--- src/rtl/motor_ctrl_pkg.sv ---
// Shared types and helpers for the motor command sequencer.
// The ramp helper widens to 9 bits so a step never wraps past 0 or 127.
package motor_ctrl_pkg;

    typedef enum logic [1:0] {ST_IDLE, ST_RUN, ST_BRAKE, ST_FAULT} state_t;

    localparam int PSV_W  = 7;
    localparam int STE_W  = 8;
    localparam int EDGE_W = 16;

    function automatic logic [PSV_W-1:0] ramp_toward(
        input logic [PSV_W-1:0] cur,
        input logic [PSV_W-1:0] tgt,
        input logic [PSV_W+1:0] step
    );
        logic [PSV_W+1:0] up;
        logic [PSV_W+1:0] dn;
        up = {2'b00, cur} + step;
        dn = {2'b00, cur} - step;
        if (cur < tgt)
            ramp_toward = (up > {2'b00, tgt}) ? tgt : up[PSV_W-1:0];
        else if (cur > tgt)
            // A borrow shows up in the top bit; clamp to the target instead.
            ramp_toward = (dn[PSV_W+1] || (dn < {2'b00, tgt})) ? tgt : dn[PSV_W-1:0];
        else
            ramp_toward = cur;
    endfunction

endpackage

--- src/rtl/ctrl_tick_gen.sv ---
// Control-rate tick: one-cycle pulse every TICK_DIV clocks.
module ctrl_tick_gen #(
    parameter int TICK_DIV = 15625
) (
    input  logic clk,
    input  logic rst,
    output logic tick
);
    localparam int CW = (TICK_DIV > 1) ? $clog2(TICK_DIV) : 1;
    localparam logic [CW-1:0] LAST = CW'(TICK_DIV - 1);

    logic [CW-1:0] cnt;

    always_ff @(posedge clk or posedge rst) begin
        if (rst)
            cnt <= '0;
        else if (cnt == LAST)
            cnt <= '0;
        else
            cnt <= cnt + CW'(1);
    end

    assign tick = (cnt == LAST);
endmodule

--- src/rtl/motor_drive_ctrl.sv ---
// Motor command sequencer: command handshake, soft speed ramp, watchdog brake
// and encoder stall detection ahead of the steering/PWM datapath.
//
// state    | meaning
// ST_IDLE  | stopped, waiting for a non-zero speed or brake command
// ST_RUN   | ramping/holding psv toward target, watchdog and stall armed
// ST_BRAKE | brk asserted, psv forced 0, held BRAKE_TICKS ticks
// ST_FAULT | stall latched, commands refused until clr_fault
module motor_drive_ctrl
    import motor_ctrl_pkg::*;
#(
    parameter int TICK_DIV    = 15625,
    parameter int RAMP_STEP   = 2,
    parameter int WDOG_TICKS  = 4000,
    parameter int BRAKE_TICKS = 800,
    parameter int STALL_MIN   = 20,
    parameter int STALL_TICKS = 2000
) (
    input  logic              clk,
    input  logic              rst,
    input  logic              cmd_valid,
    output logic              cmd_ready,
    input  logic [PSV_W-1:0]  cmd_acc,
    input  logic [STE_W-1:0]  cmd_ste,
    input  logic              cmd_brk,
    input  logic              clr_fault,
    input  logic [EDGE_W-1:0] edge_l,
    input  logic [EDGE_W-1:0] edge_r,
    output logic [PSV_W-1:0]  psv,
    output logic [STE_W-1:0]  ste,
    output logic              brk,
    output state_t            state,
    output logic              fault,
    output logic              stall_l,
    output logic              stall_r
);
    localparam int WD_W = $clog2(WDOG_TICKS + 1);
    localparam int BR_W = $clog2(BRAKE_TICKS + 1);
    localparam int SC_W = $clog2(STALL_TICKS + 1);
    localparam logic [WD_W-1:0]  WDOG_LAST  = WD_W'(WDOG_TICKS);
    localparam logic [BR_W-1:0]  BRAKE_LAST = BR_W'(BRAKE_TICKS);
    localparam logic [SC_W-1:0]  STALL_LAST = SC_W'(STALL_TICKS);
    localparam logic [PSV_W-1:0] ARM_MIN    = PSV_W'(STALL_MIN);
    localparam logic [PSV_W+1:0] STEP       = (PSV_W + 2)'(RAMP_STEP);

    logic              tick;
    logic              accept;
    logic              armed;
    logic              hit_l, hit_r, stall_hit, wdog_hit;
    logic [PSV_W-1:0]  target, tgt_eff;
    logic [WD_W-1:0]   wdog_cnt, wd_inc;
    logic [BR_W-1:0]   brake_cnt, br_inc;
    logic [SC_W-1:0]   cnt_l, cnt_r, cnt_l_inc, cnt_r_inc;
    logic [EDGE_W-1:0] snap_l, snap_r;

    ctrl_tick_gen #(.TICK_DIV(TICK_DIV)) u_tick (
        .clk  (clk),
        .rst  (rst),
        .tick (tick)
    );

    assign cmd_ready = (state != ST_FAULT);
    assign accept    = cmd_valid && cmd_ready;
    assign armed     = (state == ST_RUN) && (psv >= ARM_MIN);
    assign cnt_l_inc = cnt_l + SC_W'(1);
    assign cnt_r_inc = cnt_r + SC_W'(1);
    assign hit_l     = armed && tick && (edge_l == snap_l) && (cnt_l_inc == STALL_LAST);
    assign hit_r     = armed && tick && (edge_r == snap_r) && (cnt_r_inc == STALL_LAST);
    assign stall_hit = hit_l || hit_r;
    assign wd_inc    = wdog_cnt + WD_W'(1);
    assign wdog_hit  = (state == ST_RUN) && tick && (wd_inc == WDOG_LAST);
    assign br_inc    = brake_cnt + BR_W'(1);
    // A tick landing on the accept cycle already ramps toward the new target.
    assign tgt_eff   = accept ? cmd_acc : target;

    always_ff @(posedge clk or posedge rst) begin
        if (rst) begin
            state     <= ST_IDLE;
            psv       <= '0;
            ste       <= '0;
            brk       <= 1'b0;
            fault     <= 1'b0;
            stall_l   <= 1'b0;
            stall_r   <= 1'b0;
            target    <= '0;
            wdog_cnt  <= '0;
            brake_cnt <= '0;
            cnt_l     <= '0;
            cnt_r     <= '0;
            snap_l    <= '0;
            snap_r    <= '0;
        end else begin
            if (!armed) begin
                snap_l <= edge_l;
                snap_r <= edge_r;
                cnt_l  <= '0;
                cnt_r  <= '0;
            end else if (tick) begin
                if (edge_l == snap_l) cnt_l <= cnt_l_inc;
                else begin cnt_l <= '0; snap_l <= edge_l; end
                if (edge_r == snap_r) cnt_r <= cnt_r_inc;
                else begin cnt_r <= '0; snap_r <= edge_r; end
            end

            if (state != ST_RUN || accept) wdog_cnt <= '0;
            else if (tick)                 wdog_cnt <= wd_inc;

            if (accept) ste <= cmd_ste;

            case (state)
                ST_IDLE: begin
                    psv <= '0;
                    brk <= 1'b0;
                    if (accept && cmd_brk) begin
                        state     <= ST_BRAKE;
                        target    <= '0;
                        brk       <= 1'b1;
                        brake_cnt <= '0;
                    end else if (accept && cmd_acc != '0) begin
                        state  <= ST_RUN;
                        target <= cmd_acc;
                    end
                end
                ST_RUN: begin
                    if (stall_hit) begin
                        state   <= ST_FAULT;
                        psv     <= '0;
                        ste     <= '0;
                        target  <= '0;
                        brk     <= 1'b1;
                        fault   <= 1'b1;
                        stall_l <= hit_l;
                        stall_r <= hit_r;
                    end else if (wdog_hit || (accept && cmd_brk)) begin
                        state     <= ST_BRAKE;
                        psv       <= '0;
                        target    <= '0;
                        brk       <= 1'b1;
                        brake_cnt <= '0;
                    end else begin
                        if (accept) target <= cmd_acc;
                        if (tick) begin
                            if (psv == '0 && tgt_eff == '0) state <= ST_IDLE;
                            else psv <= ramp_toward(psv, tgt_eff, STEP);
                        end
                    end
                end
                ST_BRAKE: begin
                    if (tick) begin
                        if (br_inc == BRAKE_LAST) begin
                            state     <= ST_IDLE;
                            brk       <= 1'b0;
                            brake_cnt <= '0;
                        end else begin
                            brake_cnt <= br_inc;
                        end
                    end
                end
                ST_FAULT: begin
                    if (clr_fault) begin
                        state   <= ST_IDLE;
                        brk     <= 1'b0;
                        fault   <= 1'b0;
                        stall_l <= 1'b0;
                        stall_r <= 1'b0;
                    end
                end
                default: state <= ST_IDLE;
            endcase
        end
    end
endmodule

--- config.mk ---
export PLATFORM = sky130hd
export DESIGN_NAME = motor_drive_ctrl
export DESIGN_NICKNAME = d
export VERILOG_FILES = /design/src/rtl/motor_ctrl_pkg.sv /design/src/rtl/ctrl_tick_gen.sv /design/src/rtl/motor_drive_ctrl.sv
export SDC_FILE = /design/constraint.sdc
export NUM_CORES = 1
export LEC_CHECK = 0
export BUFFER_PORTS_ARGS = -buffer_cell sky130_fd_sc_hd__buf_2
export CORE_UTILIZATION = 50
export DETAILED_ROUTE_END_ITERATION = 10
export GPL_ROUTABILITY_DRIVEN = 0
export PLACE_DENSITY_LB_ADDON = 0.25
export SETUP_SLACK_MARGIN = 0.2
export SYNTH_ARGS = -nofsm -noshare
export SYNTH_HDL_FRONTEND = slang
export SYNTH_SLANG_ARGS = --single-unit
--- constraint.sdc ---
create_clock -name clk -period 4.5 [get_ports clk]
set_input_delay 0.9 -clock clk [delete_from_list [all_inputs] [get_ports clk]]
set_output_delay 0.9 -clock clk [all_outputs]
set_load 0.05 [all_outputs]
== Yosys cells after proc, flatten, opt, wreduce, memory -nomap -nowiden ==
Cells that the tools add are included.

* Bits in registers: 118
* Latch bits: 0
* Bits in writable memories: 0
* Memory bits (read-only): 0
* Input port bits: 52
* Output and inout port bits: 22
* Logic and storage cells: 149
* Memories kept: 0

* Add/subtract/negate cells: 7
* $mul: 0
* Div/mod/pow operators: 0
* Order comparisons: 5
* Equality and inequality tests: 28
* Shift operators: 0
* Mux-type cells: 62
* Bitwise logic cells: 0
* Reductions and logical operators: 32

{| class="wikitable"
|+ Operators by type and width
! kind !! count
|-
| $mux 16 || 6
|-
| $mux 7 || 13
|-
| $mux 11 || 6
|-
| $mux 10 || 5
|-
| $eq 16x16->1 || 2
|-
| $pmux 10 s3 || 1
|-
| $pmux 7 s2 || 2
|-
| $mux 12 || 2
|-
| $mux 8 || 3
|-
| $add 11x1->11 const B || 2
|-
| $eq 11x11->1 const B || 2
|-
| $ne 2x2->1 const B || 10
|-
| $mux 2 || 9
|-
| $add 14x1->14 const B || 1
|-
| $eq 14x14->1 const B || 1
|-
| $logic_not 7->1 || 2
|-
| $mux 14 || 1
|-
| $add 12x1->12 const B || 1
|-
| $eq 12x12->1 const B || 1
|-
| $logic_and 1x1->1 || 12
|-
| $add 10x1->10 const B || 1
|-
| $eq 10x10->1 const B || 1
|-
| $lt 9x7->1 || 1
|-
| $mux 1 || 9
|-
| 28 further kinds || 40
|}

== Logic depth before layout (Yosys ltp) ==
* Depth after elaboration: 13
* Depth in mapped cells: 15
* Depth with buffers taken out: 14

== Modules after synthesis ==
A second synthesis with hierarchy kept.

* Cells, all modules: 772
* Area, all modules: 7310.8 µm²

{| class="wikitable"
|+ Modules (own cells, without submodules)
! module !! times used !! cells each !! area an instance (µm²) !! sequential area each (µm²)
|-
| motor_drive_ctrl || 1 || 705 || 6606.3 || 2602.5
|-
| ctrl_tick_gen || 1 || 67 || 704.4 || 350.3
|}

== Worst setup path after synthesis ==
No wires, ideal clock.

* Path type: input -> register
* Start: in cmd_valid
* End: reg psv[4]
* Arrival time: 3811 ps
* Setup slack: 568 ps
* Cell stages on the path: 13
* Path buffers: 2
* Cells stage by stage: a21bo_2 buf_2 clkbuf_1 nand2_1 nand2_1 ha_1 inv_1 maj3_1 maj3_1 a21oi_1 a21oi_1 a221o_1 a22o_1

* Word-level cells in the longest chain between the ends: 12

{| class="wikitable"
|+ RTL lines
! element !! line !! RTL
|-
| start, declared || motor_drive_ctrl.sv:21 || <nowiki>input logic cmd_valid,</nowiki>
|-
| $logic_and 1x1->1 (*) || motor_drive_ctrl.sv:63 || <nowiki>assign accept = cmd_valid && cmd_ready;</nowiki>
|-
| $mux 7 || n/a ||
|-
| $lt 9x7->1 || motor_ctrl_pkg.sv:24 || <nowiki>ramp_toward = (dn[PSV_W+1] || (dn < {2'b00, tgt})) ? tgt : dn[PSV_W-1:0];</nowiki>
|-
| $logic_or 1x1->1 || motor_ctrl_pkg.sv:24 ||
|-
| $mux 7 || motor_ctrl_pkg.sv:24 ||
|-
| $mux 7 || motor_ctrl_pkg.sv:22 || <nowiki>else if (cur > tgt)</nowiki>
|-
| $mux 7 || motor_ctrl_pkg.sv:20 || <nowiki>if (cur < tgt)</nowiki>
|-
| $mux 7 || motor_drive_ctrl.sv:143 || <nowiki>if (psv == '0 && tgt_eff == '0) state <= ST_IDLE;</nowiki>
|-
| $mux 7 || motor_drive_ctrl.sv:142 || <nowiki>if (tick) begin</nowiki>
|-
| $mux 7 || motor_drive_ctrl.sv:134 || <nowiki>end else if (wdog_hit || (accept && cmd_brk)) begin</nowiki>
|-
| $mux 7 || motor_drive_ctrl.sv:125 || <nowiki>if (stall_hit) begin</nowiki>
|-
| $pmux 7 s2 || motor_drive_ctrl.sv:110 || <nowiki>case (state)</nowiki>
|-
| end signal, assigned || motor_drive_ctrl.sv:144 || <nowiki>else psv <= ramp_toward(psv, tgt_eff, STEP);</nowiki>
|-
| end, declared || motor_drive_ctrl.sv:29 || <nowiki>output logic [PSV_W-1:0] psv,</nowiki>
|}

Every way passes the cells marked *; elsewhere a longest branch is shown, timed or not. The select of a mux whose other input is x is not followed.
A chain may end at the register's enable or synchronous reset.

== Worst setup path after layout ==
* Start: reg state[1]
* End: reg psv[1]

* Word-level cells in the longest chain between the ends: 13

{| class="wikitable"
|+ RTL lines
! element !! line !! RTL
|-
| start, declared || motor_drive_ctrl.sv:32 || <nowiki>output state_t state,</nowiki>
|-
| start signal, assigned || motor_drive_ctrl.sv:78 || <nowiki>state <= ST_IDLE;</nowiki>
|-
| start signal, assigned || motor_drive_ctrl.sv:115 || <nowiki>state <= ST_BRAKE;</nowiki>
|-
| start signal, assigned || motor_drive_ctrl.sv:120 || <nowiki>state <= ST_RUN;</nowiki>
|-
| $ne 2x2->1 || motor_drive_ctrl.sv:62 || <nowiki>assign cmd_ready = (state != ST_FAULT);</nowiki>
|-
| $logic_and 1x1->1 || motor_drive_ctrl.sv:63 ||
|-
| $mux 7 || n/a ||
|-
| $lt 9x7->1 || motor_ctrl_pkg.sv:24 ||
|-
| $logic_or 1x1->1 || motor_ctrl_pkg.sv:24 ||
|-
| $mux 7 || motor_ctrl_pkg.sv:24 ||
|-
| $mux 7 || motor_ctrl_pkg.sv:22 ||
|-
| $mux 7 || motor_ctrl_pkg.sv:20 ||
|-
| $mux 7 || motor_drive_ctrl.sv:143 ||
|-
| $mux 7 || motor_drive_ctrl.sv:142 ||
|-
| $mux 7 || motor_drive_ctrl.sv:134 ||
|-
| $mux 7 || motor_drive_ctrl.sv:125 ||
|-
| $pmux 7 s2 || motor_drive_ctrl.sv:110 ||
|}

Parallel ways exist; a longest one is shown, timed or not. The select of a mux whose other input is x is not followed.

==> reports/qor.yml <==
worst_setup_path:
  reg2reg_depth: 10
  required_ns: 4.81
  ff2ff_setup_slack_ns: 0.67
  critical_path.cell_chain: "a21bo_2 -> mux2i_1 -> ha_1 -> and4_1 -> a221o_1 -> a31oi_1 -> nor3_2 -> a21oi_1 -> mux2i_1 -> a22o_1"
  path_buf_inv: 0
  cp_num_cells: 10
  cp-startpoint: "state[1]$_DFFE_PP0P_"
  crit_end: "psv[1]$_DFFE_PP0P_"
  path_max_fanout: 21
  cp-end-kind: "flip-flop"
  criticalPathCategory: "flip-flop to flip-flop"
  slowest_stage: "dfrtp_1"
  arrival_ns: 4.14
  r2r-end: "psv[1]$_DFFE_PP0P_"
  cpMostUsedCell: "mux2i_1"
  slowest_delay_ns: 0.67
  critPathTopFamily: "compound AO/OA/AOI/OAI gates"
  setup.worst_path.start_class: "flip-flop"
  r2r_start: "state[1]$_DFFE_PP0P_"
pwr:
  vdd_drop_max_v: 0.000385
  p_sw_uw: 633
  leakagePower_uw: 0.00357
  seq_power_share: 0.413
  power_density_nw_per_um2: 320
  swShare: 0.237
  p_int_uw: 2040
  combPwrFrac: 0.078
  clkPwrFrac: 0.509
timing:
  worst_pin_slew_ns: 1.16
  whs_ns: 0.497
  clock_skew_ns: 0.00825
  finalHoldViolCount: 0
  fin_crit_sh: 0.851
  fin_crit_ns: 3.83
  fmax_mhz: 261
  setup_viol: 0
  rsz0062_at_grt: "false"
  tns_ns: 0
  maxSlewViolCount: 0
  slew_headroom: 0.226
logic_synthesis:
  yosys.area_share.simple: 0.214
  ys_top_cells_by_area: "dfrtp_1 (41%), xnor2_1 (7.0%), mux2_2 (5.1%)"
  ys_warn_count: 0
  ys.flop_type: "dfrtp_1"
  synth_xor_area_frac: 0.0981
  ys_types: 78
  syn-num-nets: 845
  synth_edf_count: 0
  avgSynthCellArea_sq_um: 9.36
  async_flop_share: 1.00
  seq_area_frac_synth: 0.408
  ys_ff_latch: 118
  synth_top_family_by_area: "simple AND/OR/NAND/NOR gates"
  synth_mux_area_frac: 0.0637
  syn-cell-area_sq_um: 7230
  synth_cells: 772
  synth_compound_area_frac: 0.147
  yosys.area_share.adder: 0.0391
  synth_top_cell_by_area: "dfrtp_1"
  synth.top_cell.area_share: 0.408
drt:
  vias: 6015
  first_pass_iters: 5
  drt-initial-drc-count: 429
  via_per_inst: 5.82
  route.antenna.remaining_nets: 0
  drc: 0
  routed_wirelength_um: 16500
  wl_per_cell_um: 16.0
floorplan:
  io_pins: 74
  coreArea_sq_um: 14000
  rows: 43
  dieArea_sq_um: 14900
  die_x_um: 122
  start_util: 0.517
  die_h_um: 122
clocking:
  clock_latency_ns: 0.42
  cts_tree: "done"
  clkSinkCount: 118
  path_clk_slew_ns: 0.06
  cts.htree.levels: 4
  cts_root_buf: "clkbuf_16"
  cts_resized: 0
  post_cts_buffers: 0
  clockBufferDepth: 2
  numCtsBuffers: 17
  cts-hold-fix-buffers: 0
global_route:
  grt_antenna_before_repair: 0
  grt.total_usage: 0.232
  grt_pass1_wl_um: 27300
  grt_pass1_vias: 5758
  grt_start_max_net_pins: 76
  gr-total-overflow: 0
cells_and_area:
  diodes: 0
  multi_input_area_sq_um: 4070
  fin_cells: 1034
  seq_area_sq_um: 2950
  fin_nets: 914
  syn_to_final_growth_pct: 15.5
  fillers: 1233
  drive_gt1_frac: 0.203
placed_design:
  port_buffers: 73
  place_hpwl_um: 11800
  placedCellCount: 1002
flow_run:
  cap_violations: 0
run_status:
  outcome: "finished clean"
hold_path:
  hold_path_class: "flip-flop to flip-flop"
[cell usage after synthesis (7+ instances only)]
| cell type | number |
|---|---|
| dfrtp_1 | 118 |
| nand2_1 | 83 |
| nor2_1 | 64 |
| xnor2_1 | 58 |
| o21ai_0 | 47 |
| nand3_1 | 36 |
| a21oi_1 | 33 |
| mux2_2 | 33 |
| clkbuf_1 | 28 |
| xor2_1 | 23 |
| ha_1 | 21 |
| and3_1 | 16 |
| nand4_1 | 16 |
| inv_1 | 13 |
| nor3_1 | 10 |
| o31ai_1 | 10 |
| nand2b_1 | 9 |
| a22o_1 | 8 |
| nor4_1 | 7 |
[kinds of logic (layout without fill, tap and decap cells)]
group,Yosys count,in the layout
AO/OA/AOI/OAI,161,161
AND/OR/NAND/NOR,299,299
adder cells (fa/ha/maj),23,23
multiplexers,41,41
flip-flops,118,118
XOR/XNOR,81,81
buffers and inverters,49,131
[stage by stage]
step	setup WS [ns]	area [sq um]	utilization	power [uW]
floorplan	0.471	7230	-	1260
global placement	0.562	7760	0.555	1320
detailed placement	0.416	7760	0.555	1330
CTS	0.729	8350	0.597	2700
global route	0.435	8350	0.597	2770
finish	0.669	8350	0.597	2680
[registers in the layout (all words and copies together), names as in the netlist]
| register | count |
|---|---|
| u_tick.cnt | 14 |
| ste | 8 |
| cnt_l | 11 |
| brk | 1 |
| stall_l | 1 |
| snap_r | 16 |
| cnt_r | 11 |
| stall_r | 1 |
| brake_cnt | 10 |
| wdog_cnt | 12 |
| fault | 1 |
| psv | 7 |
| snap_l | 16 |
| target | 7 |
| state | 2 |
[how the worst min path moves through the flow]
stage | start | end | cells after the start
6_report | u_tick.cnt[4]$_DFF_PP0_ | u_tick.cnt[4]$_DFF_PP0_ | 1
3_3_place_gp | u_tick.cnt[4]$_DFF_PP0_ | u_tick.cnt[4]$_DFF_PP0_ | 1
2_1_floorplan | u_tick.cnt[9]$_DFF_PP0_ | u_tick.cnt[9]$_DFF_PP0_ | 1
3_5_place_dp | target[6]$_DFFE_PP0P_ | target[6]$_DFFE_PP0P_ | 1
4_1_cts | u_tick.cnt[4]$_DFF_PP0_ | u_tick.cnt[4]$_DFF_PP0_ | 1
5_1_grt | fault$_DFFE_PP0P_ | fault$_DFFE_PP0P_ | 1
[metal layers]
metal | vias up | wire length, um | global-route usage
li1 | 2913 | - | -
met1 | 2926 | 7340 | 0.298
met2 | 144 | 8240 | 0.382
met3 | 32 | 660 | 0.0530
met4 | 0 | 282 | 0.0838
met5 | - | 0 | 0
[area by class of cell]
type,count,share of cell area
sequential,118,0.354
clock inverter,12,0.0184
tap,180,0.0270
multi-input combinational,605,0.487
clock buffer,20,0.0523
timing repair buffer,86,0.0554
inverter,13,0.00614
[power groups by stage]
stage	Combinational [uW]	Clock (uW)	Sequential [uW]
finish	209	1360	1100
global route	231	1430	1110
CTS	211	1380	1100
detailed placement	210	0	1120
global placement	203	0	1120
floorplan	116	0	1140
[placed cells by master (no fill, tap or decap), types with 5 or more instances in the layout]
cell / synthesis / final
a22o_1: 8 / 8
nand3_1: 36 / 36
nor2_1: 64 / 64
mux2_2: 33 / 33
buf_2: 3 / 73
and3_1: 16 / 16
xnor2_1: 58 / 58
nand2_1: 83 / 83
and2_1: 5 / 5
nor3b_1: 5 / 5
a21oi_1: 33 / 33
clkbuf_16: 0 / 17
or4_1: 6 / 6
a32o_1: 5 / 5
nor2b_1: 6 / 6
buf_4: 1 / 13
xor2_1: 23 / 23
o21bai_1: 5 / 5
nor3_1: 10 / 10
and4_1: 5 / 5
a31oi_1: 6 / 6
nand4_1: 16 / 16
or3_1: 5 / 5
inv_1: 13 / 12
ha_1: 21 / 21
o21ai_0: 47 / 47
dfrtp_1: 118 / 118
nor4_1: 7 / 6
mux2i_1: 6 / 6
nand2b_1: 9 / 9
o31ai_1: 10 / 10
No activity file was read; power rests on OpenSTA's default activity.
